--- config.mk ---
export PLATFORM = sky130hd
export DESIGN_NAME = mem_arbiter
export DESIGN_NICKNAME = d
export VERILOG_FILES = /design/src/rtl/mem_arbiter.sv
export SDC_FILE = /design/constraint.sdc
export NUM_CORES = 1
export LEC_CHECK = 0
export BUFFER_PORTS_ARGS = -buffer_cell sky130_fd_sc_hd__buf_4
export CAP_MARGIN = 20
export CORE_MARGIN = 2
export CORE_UTILIZATION = 45
export DETAILED_ROUTE_END_ITERATION = 12
export GPL_TIMING_DRIVEN = 0
export PLACE_DENSITY = 0.79
export SETUP_SLACK_MARGIN = 0.15
export SLEW_MARGIN = 20
export SYNTH_ARGS = -nofsm -noshare
export SYNTH_HDL_FRONTEND = slang
export SYNTH_SLANG_ARGS = --single-unit
--- constraint.sdc ---
create_clock -name clk -period 3.8 [get_ports clk]
set_input_delay 1.14 -clock clk [delete_from_list [all_inputs] [get_ports clk]]
set_output_delay 1.14 -clock clk [all_outputs]
set_load 0.01 [all_outputs]
--- src/rtl/mem_arbiter.sv ---
// Two-port line-fill / write arbiter in front of a fixed-latency pipelined memory.
// The data side has fixed priority; fills overlap issue and return for BURST+LAT cycles.
module mem_arbiter #(
  parameter int unsigned LAT   = 4,
  parameter int unsigned BURST = 8
) (
  input  logic                     clk,
  input  logic                     rst,
  input  logic                     ireq,
  input  logic [15:0]              iaddr,
  input  logic                     dreq,
  input  logic                     dwr,
  input  logic [15:0]              daddr,
  input  logic [15:0]              dwdata,
  input  logic [15:0]              mem_rdata,
  output logic                     mem_enable,
  output logic                     mem_wr,
  output logic [15:0]              mem_addr,
  output logic [15:0]              mem_wdata,
  output logic [15:0]              fill_data,
  output logic [$clog2(BURST)-1:0] fill_idx,
  output logic                     i_fill_valid,
  output logic                     d_fill_valid,
  output logic                     i_done,
  output logic                     d_done
);

  localparam int unsigned IW = $clog2(BURST);
  localparam int unsigned CW = $clog2(BURST + LAT);
  localparam logic [CW-1:0] C_BURST = CW'(BURST);
  localparam logic [CW-1:0] C_LAT   = CW'(LAT);
  localparam logic [CW-1:0] C_LAST  = CW'(BURST + LAT - 1);
  localparam logic [15:0]   LINE_MASK = ~16'((1 << (IW + 1)) - 1);

  typedef enum logic [1:0] {S_IDLE, S_IFILL, S_DFILL, S_DWRITE} state_t;

  state_t        r_state;
  logic [CW-1:0] r_cyc;
  logic [15:0]   r_base;
  logic [15:0]   r_wdata;

  logic w_fill;
  logic w_issue;
  logic w_ret;
  logic w_last;

  always_ff @(posedge clk) begin
    if (rst) begin
      r_state <= S_IDLE;
      r_cyc   <= '0;
      r_base  <= '0;
      r_wdata <= '0;
    end else begin
      case (r_state)
        S_IDLE: begin
          r_cyc <= '0;
          if (dreq && dwr) begin
            r_state <= S_DWRITE;
            r_base  <= daddr & 16'hFFFE;
            r_wdata <= dwdata;
          end else if (dreq) begin
            r_state <= S_DFILL;
            r_base  <= daddr & LINE_MASK;
          end else if (ireq) begin
            r_state <= S_IFILL;
            r_base  <= iaddr & LINE_MASK;
          end
        end
        S_IFILL, S_DFILL: begin
          if (r_cyc == C_LAST) begin
            r_state <= S_IDLE;
            r_cyc   <= '0;
          end else begin
            r_cyc <= r_cyc + CW'(1);
          end
        end
        S_DWRITE: r_state <= S_IDLE;
        default:  r_state <= S_IDLE;
      endcase
    end
  end

  // Outputs decode the registered state and counter; the issue and return
  // windows overlap whenever LAT < BURST.
  always_comb begin
    w_fill  = (r_state == S_IFILL) || (r_state == S_DFILL);
    w_issue = w_fill && (r_cyc < C_BURST);
    w_ret   = w_fill && (r_cyc >= C_LAT);
    w_last  = w_fill && (r_cyc == C_LAST);

    mem_enable   = w_issue || (r_state == S_DWRITE);
    mem_wr       = (r_state == S_DWRITE);
    mem_addr     = '0;
    mem_wdata    = '0;
    fill_data    = '0;
    fill_idx     = '0;
    i_fill_valid = w_ret && (r_state == S_IFILL);
    d_fill_valid = w_ret && (r_state == S_DFILL);
    i_done       = w_last && (r_state == S_IFILL);
    d_done       = (w_last && (r_state == S_DFILL)) || (r_state == S_DWRITE);

    if (w_issue) begin
      mem_addr = r_base + (16'(r_cyc) << 1);
    end else if (r_state == S_DWRITE) begin
      mem_addr  = r_base;
      mem_wdata = r_wdata;
    end

    if (w_ret) begin
      fill_data = mem_rdata;
      fill_idx  = IW'(r_cyc - C_LAT);
    end
  end

endmodule

Word-level counts from Yosys, hierarchy flattened
Index checks and enable logic that the tools add are counted.
Operators by class
  add/sub/neg operators: 3
  multipliers: 0
  div/mod/pow operators: 0
  magnitude comparators: 2
  equality and inequality tests: 6
  shift operators: 0
  mux-type cells: 16
  bitwise gates (word level): 0
  reductions and logical operators: 18
Operator list (count)
  two-way mux 16 bit: 8
  adder 16 x 5 -> 16 bit: 1
  logical AND 1 bit: 8
  two-way mux 2 bit: 4
  case mux 4 bit (2 select lines): 1
  case mux 2 bit (3 select lines): 1
  AND reduction 2 bit: 3
  adder 4 x 1 -> 4 bit, second input constant: 1
  == test 2 bit, second input constant: 2
  == test 4 bit, second input constant: 1
  >= comparator 4 x 3 -> 1 bit, second input constant: 1
  < comparator 4 bit, second input constant: 1
  two-way mux 4 bit: 1
  != test 4 bit, second input constant: 1
  logical OR 1 bit: 3
  two-way mux 3 bit: 1
  nonzero test 3 bit: 1
  subtractor 3 bit, second input constant: 1
  == test 2 x 1 -> 1 bit, second input constant: 1
  zero test 2 bit: 1
  != test 2 bit, second input constant: 1
  nonzero test 2 bit: 1
  OR reduction 2 bit: 1
Storage, ports and cells
  register bits: 38
  bits in latches: 0
  RAM bits: 0
  memory bits (read-only): 0
  word-level logic and storage cells: 49
  memories kept: 0

Longest topological paths before layout
  depth after elaboration: 5
  mapped depth: 7
  depth with buffers taken out: 7

Worst setup path before layout
Ideal clock, no wire load.
  path type: flip-flop to output port
  start: register r_cyc[0]
  end: output port mem_addr[9]
  data arrival time: 1.844 ns
  data required time: 2.660 ns
  slack: 0.816 ns
  cell stages (with the launch flop): 8
  cells stage by stage: dfxtp_1 > ha_1 > inv_1 > fa_1 > nand2b_1 > a21o_1 > or4_1 > nand3_1
On the way
  longest elaborated chain between the ends: 3
Ends and longest elaborated chain
  from (decl): RTL line 38  | logic [CW-1:0] r_cyc;
  from (signal assigned): RTL line 74  | r_cyc <= r_cyc + CW'(1);
  branches (longest 2 deep; another with adder 16 x 5 -> 16 bit)
  two-way mux 16 bit *: RTL line 102  | if (w_issue) begin
  to (decl): RTL line 18  | output logic [15:0] mem_addr,
Mark *: on every way between the ends.

Final worst setup path
  start: register r_base[1]
  end: output port mem_addr[9]
On the way
  longest elaborated chain between the ends: 2
Ends and longest elaborated chain
  from (decl): RTL line 39  | logic [15:0] r_base;
  from (signal assigned): RTL line 59  | r_base <= daddr & 16'hFFFE;
  from (signal assigned): RTL line 63  | r_base <= daddr & LINE_MASK;
  from (signal assigned): RTL line 66  | r_base <= iaddr & LINE_MASK;
  adder 16 x 5 -> 16 bit: RTL line 103  | mem_addr = r_base + (16'(r_cyc) << 1);
  two-way mux 16 bit: RTL line 102
No other way between the ends.

==> results.sh <==
export IMPL_number_of_antenna_violations_at_the_first_check_in_global_routing=0
export IMPL_fmax_ghz=0.2861
export IMPL_detail_route_vias_per_cell=5.153
export IMPL_totalPowerFinal_w=0.001629
export IMPL_cts_sinks=37
export IMPL_area_growth_pct=44.56
export IMPL_synthesis_area_um2=2359
export IMPL_count_of_unresolved_drc_violations_after_routing=0
export IMPL_final_net_count=507
export IMPL_initial_core_util=0.4647
export IMPL_multi_input_comb_area_um2=1490
export IMPL_timing_max_cap_violations=0
export IMPL_critical_path_arrival_ns=2.35
export IMPL_cts_clk_slew_worst_paths_ns=0.07
export IMPL_synth_top_flop_cell="sky130_fd_sc_hd__dfxtp_1"
export IMPL_port_buffers=117
export IMPL_final_layout_size_suffix_gt1_frac=0.3248
export IMPL_grt_pass1_wl_um=11220
export IMPL_finalSetupTns_ns=0
export IMPL_min_path_type="register to register"
export IMPL_setup_violations=0
export IMPL_route_vias_total=2566
export IMPL_p_per_area_nw_per_um2=477.7
export IMPL_report_final_hold_viol_count=0
export IMPL_first_global_vias=2414
export IMPL_cts_made_buffers=5
export IMPL_sequential_cell_area_um2=742.0
export IMPL_overflow=0
export IMPL_critPathCaptureType="primary output"
export IMPL_diodes=0
export IMPL_mapped_cells=303
export IMPL_drtPass1Iterations=4
export IMPL_cts_root_to_sink_buffers=2
export IMPL_num_rows=26
export IMPL_boundaryPins=126
export IMPL_fin_hold_ws_ns=0.4508
export IMPL_yosys_area_top_type="sky130_fd_sc_hd__dfxtp_1"
export IMPL_outcome="finished clean"
export IMPL_grt_max_degree=11
export IMPL_drt_antenna_violating_nets=0
export IMPL_postCtsSetupRepairBufs=0
export IMPL_fillerInstances=454
export IMPL_detail_route_wirelength_um=6833
export IMPL_yosys_top_cells_area="sky130_fd_sc_hd__dfxtp_1, sky130_fd_sc_hd__mux2i_1, sky130_fd_sc_hd__nand2_1, sky130_fd_sc_hd__a21oi_1, sky130_fd_sc_hd__and2_1"
export IMPL_synth_seq_cells=37
export IMPL_die_height_um=76.40
export IMPL_initialDrtViolationCount=93
export IMPL_global_route_usage_total=0.2343
export IMPL_relative_slew_margins=0.6544
export IMPL_synth_top_area_share=0.3141
export IMPL_wl_per_cell_um=13.72
export IMPL_fp_dieArea_um2=5836
export IMPL_ctsRootBufferMaster="sky130_fd_sc_hd__clkbuf_8"
export IMPL_core_region_area_um2=5075
export IMPL_total_placed_instance_area_um2=3324
export IMPL_die_w_um=76.40
export IMPL_gp_routability_congestion=0.8424
export IMPL_timing_final_crit_share=0.9197
export IMPL_avg_inst_size_synth_um2=7.784
export IMPL_htreeDepth=2
export IMPL_netlist_cell_types=44
export IMPL_postLayoutCoreUtil=0.6718
export IMPL_worst_ir_drop_vdd_uv=304.4
export IMPL_final_design_area_no_fill_um2=3410
export IMPL_required_worst_endpoint_ns=2.66
export IMPL_synth_seq_area_share=0.3141
export IMPL_asyncSetResetFlopFracSynth=0
export IMPL_static_leak_nw=1.704
export IMPL_timing_final_max_slew_violations=0
export IMPL_rsz_0062_raised_after_global_routing="false"
export IMPL_final_min_clock_period_ns=3.495
export IMPL_synth_warn=0
export IMPL_critPathLaunchType="register"
export IMPL_synth_edf_count=0
export IMPL_critical_path_max_fanout=3
export IMPL_timing_worst_slew_pin_value_ns=0.5184
export IMPL_hpwlAfterDp_um=5385
export IMPL_finalClockSkew_ns=0.007212
export IMPL_synth_nets=383
export IMPL_clock_tree_from_tritoncts="built"
export IMPL_clkLatencyLatePin_ns=0.29
export IMPL_path_class="register to primary output"
## metal layers
metal,up-vias,global-route usage,share of wire,wire (um)
met5,-,0,0,0
met4,0,0.07636,0.012,85
met3,10,0.08175,0.093,637
met2,107,0.3858,0.47,3217
met1,1153,0.2862,0.42,2891
li1,1296,-,-,-
## per-stage QoR
stage / setup WS (ns) / instances
after floorplan: 0.8164 / 303
after global placement: 0.5975 / 490
after detailed placement: 0.5436 / 490
after CTS: 0.2066 / 498
after global routing: 0.1594 / 498
final: 0.3051 / 498
## cells in the mapped netlist (8+ instances only)
master,n
sky130_fd_sc_hd__nand2_1,50
sky130_fd_sc_hd__dfxtp_1,37
sky130_fd_sc_hd__a21oi_1,25
sky130_fd_sc_hd__nor2_1,23
sky130_fd_sc_hd__and2_1,20
sky130_fd_sc_hd__mux2i_1,20
sky130_fd_sc_hd__and3_1,18
sky130_fd_sc_hd__a211oi_1,15
sky130_fd_sc_hd__nand3_1,12
sky130_fd_sc_hd__ha_1,10
sky130_fd_sc_hd__clkbuf_1,9
sky130_fd_sc_hd__o21ai_0,9
sky130_fd_sc_hd__inv_1,8
## critical path: stages, from the launching register on
cell	delay [ns]
sky130_fd_sc_hd__dfxtp_1	0.38
sky130_fd_sc_hd__ha_1	0.22
sky130_fd_sc_hd__inv_1	0.07
sky130_fd_sc_hd__fa_1	0.39
sky130_fd_sc_hd__nand2b_1	0.21
sky130_fd_sc_hd__a21o_1	0.20
sky130_fd_sc_hd__or4_1	0.40
sky130_fd_sc_hd__nand3_1	0.08
sky130_fd_sc_hd__buf_4	0.12
## area by class of cell
| type | count | area share |
|---|---|---|
| plain buffers | 20 | 0.02972 |
| inverters | 8 | 0.008807 |
| multi-input cells | 238 | 0.4371 |
| clock buffers | 8 | 0.02349 |
| flip-flops and latches | 37 | 0.2176 |
| repair buffers | 117 | 0.2576 |
| well taps | 70 | 0.02569 |
## timing repair
action,4_1_cts,5_1_grt
setup endpoints to repair,0,5
hold buffers,0,0
resized for setup,0,2
endpoints found under the hold margin,0,0
## flip-flops by register name, indices dropped and copies added (netlist names)
| register | cells |
|---|---|
| r_cyc | 4 |
| r_base | 15 |
| r_state | 2 |
| r_wdata | 16 |
## cells by family after synthesis
| family | share of synthesized area |
|---|---|
| AND/OR/NAND/NOR | 0.3119 |
| AO/OA/AOI/OAI | 0.1629 |
| flip-flops | 0.3141 |
| buffers and inverters | 0.05570 |
| multiplexers | 0.08488 |
| adder cells (fa/ha/maj) | 0.06154 |
| XOR/XNOR | 0.007428 |
| other | 0.001590 |
## placed cells by master, fill, tap and decap left out, types with 5 or more instances in the layout
cell / netlist / final
sky130_fd_sc_hd__and3_1: 18 / 18
sky130_fd_sc_hd__nand3_1: 12 / 12
sky130_fd_sc_hd__o21ai_0: 9 / 9
sky130_fd_sc_hd__buf_2: 5 / 5
sky130_fd_sc_hd__a21oi_1: 25 / 24
sky130_fd_sc_hd__a211oi_1: 15 / 15
sky130_fd_sc_hd__inv_1: 8 / 8
sky130_fd_sc_hd__clkbuf_8: 0 / 5
sky130_fd_sc_hd__nand2_1: 50 / 50
sky130_fd_sc_hd__clkbuf_1: 9 / 12
sky130_fd_sc_hd__ha_1: 10 / 10
sky130_fd_sc_hd__and2_1: 20 / 20
sky130_fd_sc_hd__buf_4: 3 / 120
sky130_fd_sc_hd__nor2_1: 23 / 23
sky130_fd_sc_hd__dfxtp_1: 37 / 36
sky130_fd_sc_hd__mux2i_1: 20 / 20
## path summary, 6_finish.rpt
check	start	cells past startpoint	to	slack, ns
worst max-delay path	r_base[1]	8	mem_addr[9]	0.31
worst min-delay path	r_wdata[13]	2	r_wdata[13]	0.45
worst max register to register	r_state[0]	6	r_wdata[5]	2.05
worst min register to register	r_wdata[13]	2	r_wdata[13]	0.45
## power by group
group | switching [W] | internal (W)
Combinational | 0.000457 | 0.000343
Sequential | 0.0000953 | 0.000470
Clock | 0.000133 | 0.000130
(Power assumes the default switching activity.)
